[src/rtl/mux_scan_sequencer_pkg.sv]
// Shared definitions for the mux scan sequencer: state encodings and sizing helpers.
package mux_scan_sequencer_pkg;

   localparam logic [1:0] ST_IDLE   = 2'd0;
   localparam logic [1:0] ST_SETTLE = 2'd1;
   localparam logic [1:0] ST_DONE   = 2'd2;

   function automatic int unsigned nch_of(input int unsigned sel_w);
      return 1 << sel_w;
   endfunction

   // Settle counter must hold SETTLE_CYCLES; never narrower than one bit.
   function automatic int unsigned cnt_width(input int unsigned settle);
      return (settle < 2) ? 1 : $clog2(settle + 1);
   endfunction

endpackage

[src/rtl/mux_scan_sequencer_settle_timer.sv]
// Per-channel settle down-counter: loadable, decrements to zero and holds there.
module mux_scan_sequencer_settle_timer #(
   parameter int unsigned WIDTH = 1
) (
   input  logic             clk,
   input  logic             rst,
   input  logic             load,
   input  logic             en,
   input  logic [WIDTH-1:0] value,
   output logic             zero
);

   logic [WIDTH-1:0] cnt_q;

   always_ff @(posedge clk) begin
      if (rst) begin
         cnt_q <= '0;
      end else if (load) begin
         cnt_q <= value;
      end else if (en && (cnt_q != '0)) begin
         cnt_q <= cnt_q - WIDTH'(1);
      end
   end

   assign zero = (cnt_q == '0);

endmodule

[src/rtl/mux_scan_sequencer.sv]
// One-shot sweep of a 1-bit channel mux: steps sel, waits settle time per channel,
// captures mux_in into result and signals completion with a done pulse.
module mux_scan_sequencer
   import mux_scan_sequencer_pkg::*;
#(
   parameter int unsigned SEL_W         = 2,
   parameter int unsigned SETTLE_CYCLES = 1
) (
   input  logic                    clk,
   input  logic                    rst,
   input  logic                    start,
   input  logic                    mux_in,
   output logic [SEL_W-1:0]        sel,
   output logic                    busy,
   output logic                    done,
   output logic [(1<<SEL_W)-1:0]   result
);

   localparam int unsigned NCH = nch_of(SEL_W);
   localparam int unsigned CNT_W = cnt_width(SETTLE_CYCLES);
   localparam logic [CNT_W-1:0] SETTLE_VAL = CNT_W'(SETTLE_CYCLES);
   localparam logic [SEL_W-1:0] LAST_SEL = SEL_W'(NCH - 1);

   logic [1:0]       state_q, state_d;
   logic [SEL_W-1:0] sel_q, sel_d;
   logic             busy_q, busy_d;
   logic             done_q, done_d;
   logic [NCH-1:0]   result_q, result_d;
   logic             timer_load, timer_en, timer_zero;

   always_comb begin
      state_d    = state_q;
      sel_d      = sel_q;
      busy_d     = busy_q;
      done_d     = 1'b0;
      result_d   = result_q;
      timer_load = 1'b0;
      timer_en   = 1'b0;
      case (state_q)
         ST_IDLE: begin
            if (start) begin
               state_d    = ST_SETTLE;
               sel_d      = '0;
               result_d   = '0;
               busy_d     = 1'b1;
               timer_load = 1'b1;
            end
         end
         ST_SETTLE: begin
            timer_en = 1'b1;
            // Capture only when the settle count has expired; earlier glitches are ignored.
            if (timer_zero) begin
               result_d[sel_q] = mux_in;
               if (sel_q == LAST_SEL) begin
                  state_d = ST_DONE;
                  done_d  = 1'b1;
                  busy_d  = 1'b0;
               end else begin
                  sel_d      = sel_q + SEL_W'(1);
                  timer_load = 1'b1;
               end
            end
         end
         ST_DONE: begin
            sel_d   = '0;
            state_d = ST_IDLE;
         end
         default: begin
            state_d = ST_IDLE;
            sel_d   = '0;
            busy_d  = 1'b0;
         end
      endcase
   end

   always_ff @(posedge clk) begin
      if (rst) begin
         state_q  <= ST_IDLE;
         sel_q    <= '0;
         busy_q   <= 1'b0;
         done_q   <= 1'b0;
         result_q <= '0;
      end else begin
         state_q  <= state_d;
         sel_q    <= sel_d;
         busy_q   <= busy_d;
         done_q   <= done_d;
         result_q <= result_d;
      end
   end

   mux_scan_sequencer_settle_timer #(
      .WIDTH (CNT_W)
   ) u_settle_timer (
      .clk   (clk),
      .rst   (rst),
      .load  (timer_load),
      .en    (timer_en),
      .value (SETTLE_VAL),
      .zero  (timer_zero)
   );

   assign sel    = sel_q;
   assign busy   = busy_q;
   assign done   = done_q;
   assign result = result_q;

endmodule
[config.mk]
export PLATFORM = sky130hd
export DESIGN_NAME = mux_scan_sequencer
export DESIGN_NICKNAME = d
export VERILOG_FILES = /design/src/rtl/mux_scan_sequencer_pkg.sv /design/src/rtl/mux_scan_sequencer_settle_timer.sv /design/src/rtl/mux_scan_sequencer.sv
export SDC_FILE = /design/constraint.sdc
export NUM_CORES = 1
export LEC_CHECK = 0
export ABC_AREA = 1
export CAP_MARGIN = 20
export CELL_PAD_IN_SITES_DETAIL_PLACEMENT = 2
export CELL_PAD_IN_SITES_GLOBAL_PLACEMENT = 2
export CORE_UTILIZATION = 27
export DETAILED_ROUTE_END_ITERATION = 10
export PLACE_DENSITY_LB_ADDON = 0.3
export SLEW_MARGIN = 20
export SYNTH_ARGS = -nofsm -noshare
export SYNTH_HDL_FRONTEND = slang
export SYNTH_SLANG_ARGS = --single-unit
[constraint.sdc]
create_clock -name clk -period 3.5 [get_ports clk]
set_clock_uncertainty 0.15 [all_clocks]
set_input_delay 0.525 -clock clk [delete_from_list [all_inputs] [get_ports clk]]
set_output_delay 0.525 -clock clk [all_outputs]
set_load 0.01 [all_outputs]
==> results of run 1 <==
synthesized netlist by cell type (all sizes together):
library cell and count:
inv 13, nand3 13, a21oi 6, dfxtp 11, nor3 2, a31oi 1
ha 4, nand4 1, nand2 17, nor2 13
sequential cells by signal (all words and copies together) (netlist names):
signal,cells
done,1
sel,2
state_q,2
u_settle_timer.cnt_q,1
busy,1
result,4
placed cells by master, fill, tap and decap left out:
master           count
nand3_1             13
a21oi_1              5
clkbuf_4             3
clkdlybuf4s50_1     11
nor2_2               1
inv_1               11
nor2_1              12
nor3_1               2
a21oi_2              1
a31oi_1              1
dfxtp_1             11
nand4_1              1
nand2_4              1
ha_1                 4
clkinv_2             1
nand2_1             16
inv_2                2
kinds of logic after synthesis:
kind of cell,synth area share (%)
buffers and inverters,8.67
AO/OA/AOI/OAI,7.11
adder cells (fa/ha/maj),8.89
flip-flops,39.1
AND/OR/NAND/NOR,36.2
layout make-up:
cell class	count	area (um^2)	area share (%)
inverter	13	48.8	6.64
multi-input combinational	57	294	40.0
sequential	11	220	30.0
timing repair buffer	11	110	15.0
clock buffer	3	22.5	3.07
clock inverter	1	5.00	0.681
tap	27	33.8	4.60
power by group through the flow:
stage | Combinational, mW | Sequential [mW] | Clock [mW]
5_1_grt | 0.0854 | 0.147 | 0.101
6_report | 0.0751 | 0.145 | 0.0940
2_1_floorplan | 0.0420 | 0.149 | 0
4_1_cts | 0.0773 | 0.145 | 0.0944
3_5_place_dp | 0.0754 | 0.148 | 0
3_3_place_gp | 0.0735 | 0.147 | 0
per-stage QoR:
step	utilization (%)	cell area, um^2	hold WS [ns]	std cells	setup WS (ns)
floorplan	-	563	0.333	81	2.24
global placement	36.0	707	0.313	119	1.75
detailed placement	36.0	707	0.319	119	1.73
CTS	37.4	734	0.338	123	1.53
global route	37.4	734	0.358	123	1.48
finish	37.4	734	0.327	123	1.55
how the worst max path moves through the flow:
| stage | slack [ns] | to | start | cells past startpoint |
|---|---|---|---|---|
| after global routing | 1.48 | sel[1] | sel[1] | 1 |
| after detailed placement | 1.73 | result[0] | start | 6 |
| after CTS | 1.53 | sel[1] | sel[1] | 1 |
| final | 1.55 | sel[1] | sel[1] | 1 |
| after global placement | 1.75 | result[0] | start | 6 |
| after floorplan | 2.24 | result[3] | sel[1] | 6 |
tightest hold or removal path, delay by kind of cell (launching register included):
kind	cells	cell delay, ns
flip-flops	1	0.31
AND/OR/NAND/NOR	2	0.12
routing by layer:
layer,routed length [um],up-vias,share of wire [%],track usage [%]
met3,49,4,3.0,3.40
met2,846,11,53,30.1
met5,0,-,0,0
met1,691,283,43,18.7
li1,-,288,-,-
met4,24,0,1.5,6.67
==> metrics.md, run 1 <==
| Metric | Value |
|---|---|
| Status | finished, final reports clean |
| Slowest stage cell, crit path | clkdlybuf4s50_1 |
| Min Tclk post-route | 1.95 ns |
| Fraction of layout cells with a size suffix above 1 | 9.38% |
| Crit Reg-Reg Startpoint | sel[1] |
| Sw power | 105 uW |
| Worst Hold Depth | 2 |
| Total die area | 0.00227 mm^2 |
| FF+latch count, synth | 11 |
| Global-route wire length before repair | 2530 um |
| Post-Syn Area | 563 um^2 |
| Pwr/cell area | 427 mW/mm^2 |
| WS Path Type | flip-flop to output port |
| Core area | 0.00196 mm^2 |
| R2r worst-path depth | 7 |
| Overall Power | 314 uW |
| Hold Violations, Final | 0 |
| Routed WL | 1610 um |
| # DRC | 0 |
| Num ports | 12 |
| GRT Util Overall | 16.5% |
| CP top delay family | buffers and inverters |
| Net Sw Frac | 33.4% |
| GRT overflow | 0 |
| Site Rows | 16 |
| Root Driver | clkbuf_4 |
| Critical Path Start Type | flip-flop |
| Worst Tran Pin Value | 0.269 ns |
| 1st-pass router iterations | 2 |
| Nets | 105 |
| Syn_area_per_cell | 6.95 um^2 |
| Num CTS Buffers | 3 |
| Element type at the critical path end | output port |
| Clock Sinks | 11 |
| Die Wd | 47.7 um |
| Worst skew pair latency | 0.28 ns |
| Post-DRT Antenna Nets | 0 |
| Placer congestion estimate | 0.811 |
| FILL cells | 259 |
| Dominant cells by area after synthesis | dfxtp_1 39%, nand3_1 12%, nand2_1 11% |
| HP Start | busy |
| Via Count | 586 |
| Max cap viols | 0 |
| Sequential share of power | 46.1% |
| Fmax | 512 MHz |
| WP data arrival | 1.28 ns |
| P&R area growth vs syn | 30.4% |
| Crit-path max FO | 5 |
| R2r setup slk | 2.07 ns |
| Post-CTS sizing | 0 |
| Area leader, netlist | dfxtp_1 |
| CTS Buffer Depth | 2 |
| Final Max Tran Viols | 0 |
| Initial core utilization | 28.7% |
| Vias in the first global route | 564 |
| Worst hold path class | flip-flop to flip-flop |
| Mapped Cells | 81 |
| Max VDD drop | 0.000208 V |
| Hold Path Sink | busy |
| Worst slew margin | 82.1% |
| DR iter-0 viols | 5 |
| Post-CTS Setup Bufs | 0 |
| Worst-path cell chain | clkdlybuf4s50_1 |
| Post-CTS Hold Buffers | 0 |
| Inserted Diodes | 0 |
| Largest net degree at the start of global routing | 9 |
| Setup TNS | 0 ns |
| Vias per cell | 4.76 |
| WP data required | 2.82 ns |
| Antenna violations before repair | 0 |
| Worst Path Buf+Inv | 1 |
| Clock group share of total power | 30.0% |
| Mapped Nets | 89 |
| IO buf count | 11 |
| Syn. warnings | 0 |
| Reg-to-reg endpoint | result[3] |
| Comb power frac | 23.9% |
| Sequential-to-total area share from yosys stat | 39.1% |
| Final Cycle Share | 55.7% |
| P_int | 209 uW |
| RSZ-0062 raised after global routing | no |
| WL per Instance | 13.1 um |
| Synth cell types | 14 |
| CTS tree | yes |
| Synth top area share | 39.1% |
| Slowest stage delay, CP | 0.58 ns |
| Post-detail-place hpwl | 1270 um |
| Worst-path clk slew | 0.08 ns |
| Htree depth | 1 |
| Pleak | 0.338 nW |
| Final setup viols | 0 |
| Die Y-Extent | 47.7 um |
(Power assumes the default switching activity.)
==> inputs of run 2 (changes only) <==
--- a/config.mk
+++ b/config.mk
@@ -9,7 +9,7 @@
 export CAP_MARGIN = 20
 export CELL_PAD_IN_SITES_DETAIL_PLACEMENT = 2
 export CELL_PAD_IN_SITES_GLOBAL_PLACEMENT = 2
-export CORE_UTILIZATION = 27
+export CORE_UTILIZATION = 25
 export DETAILED_ROUTE_END_ITERATION = 10
 export PLACE_DENSITY_LB_ADDON = 0.3
 export SLEW_MARGIN = 20
==> constraint.sdc (replaced) <==
create_clock -name clk -period 2 [get_ports clk]
set_clock_uncertainty 0.15 [all_clocks]
set_input_delay 0.3 -clock clk [delete_from_list [all_inputs] [get_ports clk]]
set_output_delay 0.3 -clock clk [all_outputs]
set_load 0.01 [all_outputs]
==> metrics.md, run 2 (synthesis gave the netlist of run 1 again) <==
| Metric | Value |
|---|---|
| Status | finished, final reports clean |
| Vias in the first global route | 635 (+13%) |
| Num ports | 12 (unchanged) |
| Commonest non-fill, non-tap cell in the layout | nand2_1 |
| Crit Reg-Reg Startpoint | sel[1] |
| Wire length on met2 | 772 um (-8.7%) |
| DR iter-0 viols | 1 (-4) |
| Worst-path cell chain | clkdlybuf4s50_1 |
| Hold Path Sink | busy |
| Final core occ | 35.9% (-1.5 points) |
| Site Rows | 16 (unchanged) |
| Most frequent cells in the layout | 16 x nand2_1, 13 x nand3_1, 12 x nor2_1 |
| Post-CTS sizing | 0 (unchanged) |
| Largest register FFs | 4 (unchanged) |
| Slowest stage delay, CP | 0.57 ns (about the same) |
| R2r setup slk | 0.60 ns (-1.47 ns) |
| WS Path Type | flip-flop to output port |
| Initial core utilization | 27.6% (-1.1 points) |
| Num CTS Buffers | 3 (unchanged) |
| Worst hold path class | flip-flop to flip-flop |
| Clock Sinks | 11 (unchanged) |
| Routed WL | 1510 um (-6.2%) |
| Hold Violations, Final | 0 (unchanged) |
| WP data arrival | 1.25 ns (-0.03 ns) |
| Final Max Tran Viols | 0 (unchanged) |
| Reg-to-reg endpoint | result[3] |
| Min Tclk post-route | 1.70 ns |
| Root Driver | clkbuf_4 |
| Dpl cell area | 707 um^2 (unchanged) |
| Final Cycle Share | 84.8% |
| WL per Instance | 12.3 um (-6.2%) |
| Nets | 105 (unchanged) |
| Worst Path Buf+Inv | 1 (unchanged) |
| Final instance area | 733 um^2 (-0.17%) |
| Critical Path Start Type | flip-flop |
| Max cap viols | 0 (unchanged) |
| Die Wd | 49.5 um (+3.8%) |
| Max layer used | met4 |
| CTS tree | yes |
| Element type at the critical path end | output port |
| Pre-CTS setup slack | 0.485 ns (-1.24 ns) |
| Worst skew pair latency | 0.27 ns (about the same) |
| Fmax | 590 MHz |
| Setup ws final | 0.304 ns (-1.24 ns) |
| Crit-path max FO | 5 (unchanged) |
| Metal-1 WL | 691 um (unchanged) |
| Die Y-Extent | 49.5 um (+3.8%) |
| Met3 Routed Length | 37 um (-24%) |
| GRT overflow | 0 (unchanged) |
| Global-route wire length before repair | 2650 um (+4.9%) |
| Antenna violations before repair | 0 (unchanged) |
| Max VDD drop | 0.000407 V (+95%) |
| Htree depth | 1 (unchanged) |
| RSZ-0062 raised after global routing | no |
| Core area | 0.00204 mm^2 (+4.1%) |
| Worst Hold Depth | 2 (unchanged) |
| CTS Buffer Depth | 2 (unchanged) |
| HP Start | busy |
| GRT Util Overall | 14.5% (-2.0 points) |
| Placer congestion estimate | 0.826 (+1.8%) |
| Pleak | 0.336 nW (-0.81%) |
| Vias per cell | 4.70 (-1.4%) |
| Worst Tran Pin Value | 0.280 ns (+0.0109 ns) |
| Post-CTS Setup Bufs | 0 (unchanged) |
| 1st-pass router iterations | 4 (+2) |
| Worst-path clk slew | 0.07 ns (about the same) |
| Inserted Diodes | 0 (unchanged) |
| Fraction of layout cells with a size suffix above 1 | 8.33% (-1.0 points) |
| Post-DRT Antenna Nets | 0 (unchanged) |
| Final setup viols | 0 (unchanged) |
| Post-CTS Hold Buffers | 0 (unchanged) |
| WP data required | 1.55 ns (-1.27 ns) |
| Worst hold slack | 0.332 ns (+0.00420 ns) |
| Total die area | 0.00245 mm^2 (+7.7%) |
| P&R area growth vs syn | 30.2% |
| Worst slew margin | 81.3% (-0.73 points) |
| # DRC | 0 (unchanged) |
| R2r worst-path depth | 7 (unchanged) |
| Pwr/cell area | 733 mW/mm^2 (+72%) |
| Slowest stage cell, crit path | clkdlybuf4s50_1 |
| Via Count | 578 (-1.4%) |
| Setup TNS | 0 ns (unchanged) |
| IO buf count | 11 (unchanged) |
| Crit path depth | 1 (unchanged) |
| Post-detail-place hpwl | 1210 um (-4.5%) |
| Largest net degree at the start of global routing | 9 (unchanged) |
| CP top delay family | buffers and inverters |
## run 2: cell types whose count changed in the layout (fill, tap and decap cells not counted), sizes merged
cell / change
clkinv: -1
clkbuf: +1
## run 2: layout make-up
cell class	instances	area [um^2]
Sequential cell	11	220
Multi-Input combinational cell	57	294
Timing Repair Buffer	11	110
Tap cell	27	33.8
Inverter	13	48.8
Clock buffer	4	26.3
Fill cell	256	1310
## run 2: worst max path at each step
stage	slack, ns	endpoint	from
4_1_cts	0.28	sel[1]	sel[1]
6_report	0.30	sel[1]	sel[1]
3_3_place_gp	0.48	result[2]	start
2_1_floorplan	0.74	result[3]	sel[1]
3_5_place_dp	0.48	result[2]	start
5_1_grt	0.25	sel[1]	sel[1]
## run 2: routing by layer
metal | GRT usage (%) | up-vias
met5 | 0 | -
met4 | 7.14 | 0
met3 | 2.78 | 2
met2 | 24.7 | 9
met1 | 17.4 | 279
li1 | - | 288
## run 2: through the flow
step | power, mW | cells
5_1_grt | 0.584 | 123
3_3_place_gp | 0.386 | 119
2_1_floorplan | 0.335 | 81
6_report | 0.537 | 123
4_1_cts | 0.551 | 123
3_5_place_dp | 0.389 | 119
## run 2: report_power, final
group / internal [mW] / switching (mW) / total, mW
sequential: 0.236 / 0.0178 / 0.254
clock: 0.0773 / 0.0766 / 0.154
combinational: 0.0555 / 0.0741 / 0.130
==> inputs of run 3 (changes only) <==
==> constraint.sdc (replaced) <==
create_clock -name clk -period 1.6 [get_ports clk]
set_clock_uncertainty 0.15 [all_clocks]
set_input_delay 0.24 -clock clk [delete_from_list [all_inputs] [get_ports clk]]
set_output_delay 0.24 -clock clk [all_outputs]
set_load 0.01 [all_outputs]
==> metrics.md, run 3 (synthesis gave the netlist of run 1 again) <==
| Metric | Value |
|---|---|
| Initial core utilization | 27.6% (unchanged) |
| Vias in the first global route | 668 (+5.2%) |
| Core area | 0.00204 mm^2 (unchanged) |
| Pre-CTS setup slack | 0.125 ns (-0.360 ns) |
| IO buf count | 11 (unchanged) |
| Pleak | 0.362 nW (+7.9%) |
| Most frequent cells in the layout | 16 x nand2_1, 13 x nand3_1, 12 x nor2_1, 11 x inv_1 |
| Worst-path clk slew | 0.08 ns (about the same) |
| Fraction of layout cells with a size suffix above 1 | 11.3% (+3.0 points) |
| Worst Path Buf+Inv | 1 (unchanged) |
| Site Rows | 16 (unchanged) |
| 1st-pass router iterations | 4 (unchanged) |
| Root Driver | clkbuf_4 |
| Nets | 106 (+0.95%) |
| Inserted Diodes | 0 (unchanged) |
| Max VDD drop | 0.000424 V (+4.2%) |
| Worst-path cell chain | clkdlybuf4s50_1 |
| Sw power | 230 uW (+36%) |
| Final core occ | 36.5% (+0.55 points) |
| Via Count | 591 (+2.2%) |
| WS Path Type | flip-flop to output port |
| Post-CTS Setup Bufs | 0 (unchanged) |
| Die Wd | 49.5 um (unchanged) |
| Setup TNS | 0 ns (unchanged) |
| Min Tclk post-route | 1.55 ns |
| Post-CTS Hold Buffers | 0 (unchanged) |
| P&R area growth vs syn | 32.2% |
| WP data arrival | 1.16 ns (-0.09 ns) |
| Worst slew margin | 80.4% (-0.95 points) |
| Worst hold path class | flip-flop to flip-flop |
| Sequential share of power | 46.0% (-1.3 points) |
| Commonest non-fill, non-tap cell in the layout | nand2_1 |
| WP data required | 1.21 ns (-0.34 ns) |
| Layout Cells excl Fill | 124 (+0.81%) |
| Htree depth | 1 (unchanged) |
| Placer congestion estimate | 0.789 (-4.5%) |
| Critical Path Start Type | flip-flop |
| # DRC | 0 (unchanged) |
| Final setup viols | 0 (unchanged) |
| Dpl cell area | 714 um^2 (+1.1%) |
| Status | finished, final reports clean |
| Routed WL | 1680 um (+11%) |
| Antenna violations before repair | 0 (unchanged) |
| Final instance area | 744 um^2 (+1.5%) |
| Worst skew pair latency | 0.28 ns (about the same) |
| Post-detail-place hpwl | 1280 um (+5.9%) |
| Clock Sinks | 11 (unchanged) |
| Pwr/cell area | 930 mW/mm^2 (+27%) |
| Worst Tran Pin Value | 0.294 ns (+0.0144 ns) |
| Crit-path max FO | 2 (-3) |
| GRT overflow | 0 (unchanged) |
| Num ports | 12 (unchanged) |
| Slowest stage cell, crit path | clkdlybuf4s50_1 |
| CP top delay family | buffers and inverters |
| CTS Buffer Depth | 2 (unchanged) |
| Max cap viols | 0 (unchanged) |
| Num CTS Buffers | 3 (unchanged) |
| Largest register FFs | 4 (unchanged) |
| CTS tree | yes |
| Comb power frac | 23.7% (-0.4 points) |
| Net Sw Frac | 33.2% (+1.8 points) |
| Slowest stage delay, CP | 0.54 ns (-0.03 ns) |
| WL per Instance | 13.5 um (+10%) |
| Element type at the critical path end | output port |
| Setup ws final | 0.0537 ns (-0.251 ns) |
| Largest net degree at the start of global routing | 9 (unchanged) |
| P_int | 463 uW (+25%) |
| Fmax | 647 MHz |
| Final Max Tran Viols | 0 (unchanged) |
| Post-DRT Antenna Nets | 0 (unchanged) |
| Dpl cells | 120 (+0.84%) |
| Post-CTS sizing | 3 (+3) |
| RSZ-0062 raised after global routing | no |
| Hold Violations, Final | 0 (unchanged) |
| Die Y-Extent | 49.5 um (unchanged) |
| GRT Util Overall | 16.5% (+2.0 points) |
| Global-route wire length before repair | 2970 um (+12%) |
| Vias per cell | 4.77 (+1.4%) |
| Worst hold slack | 0.332 ns (+0.000438 ns) |
| Final Cycle Share | 96.6% |
| DR iter-0 viols | 6 (+5) |
| Clock group share of total power | 30.2% (+1.6 points) |
| Overall Power | 692 uW (+29%) |
| Total die area | 0.00245 mm^2 (unchanged) |
run 3: cell count changes in the layout (fill, tap and decap cells not counted):
cell and change:
dlymetal6s2s_1 +1, clkdlybuf4s50_1 -2, dlygate4sd2_1 +1, dfxtp_1 -2, dfxtp_2 +2, buf_4 +1
run 3: final timing paths:
| kind | from | end | slack, ns | cells after the start |
|---|---|---|---|---|
| min reg2reg | busy | busy | 0.33 | 2 |
| min | busy | busy | 0.33 | 2 |
| max | result[1] | result[1] | 0.05 | 1 |
| max reg2reg | sel[0] | result[3] | 0.20 | 7 |
run 3: per-layer routing:
layer  share of wire [%]  routed length (um)  vias up  GRT usage, %
li1                    -                   -      289             -
met1                  42                 697      283          17.9
met2                  52                 877       14          29.2
met3                 3.4                  57        5          4.01
met4                 2.6                  43        0          8.57
met5                   0                   0        -             0
run 3: layout make-up:
type / count / area [um^2]
Multi-Input combinational cell: 57 / 294
Fill cell: 261 / 1300
Inverter: 13 / 48.8
Tap cell: 27 / 33.8
Timing Repair Buffer: 12 / 119
Clock buffer: 4 / 26.3
Sequential cell: 11 / 223
run 3: power by group through the flow:
stage,combinational [mW],sequential [mW],clock (mW)
6_report,0.164,0.319,0.209
5_1_grt,0.188,0.321,0.225
4_1_cts,0.167,0.319,0.213
3_5_place_dp,0.166,0.325,0
3_3_place_gp,0.157,0.323,0
2_1_floorplan,0.0918,0.326,0
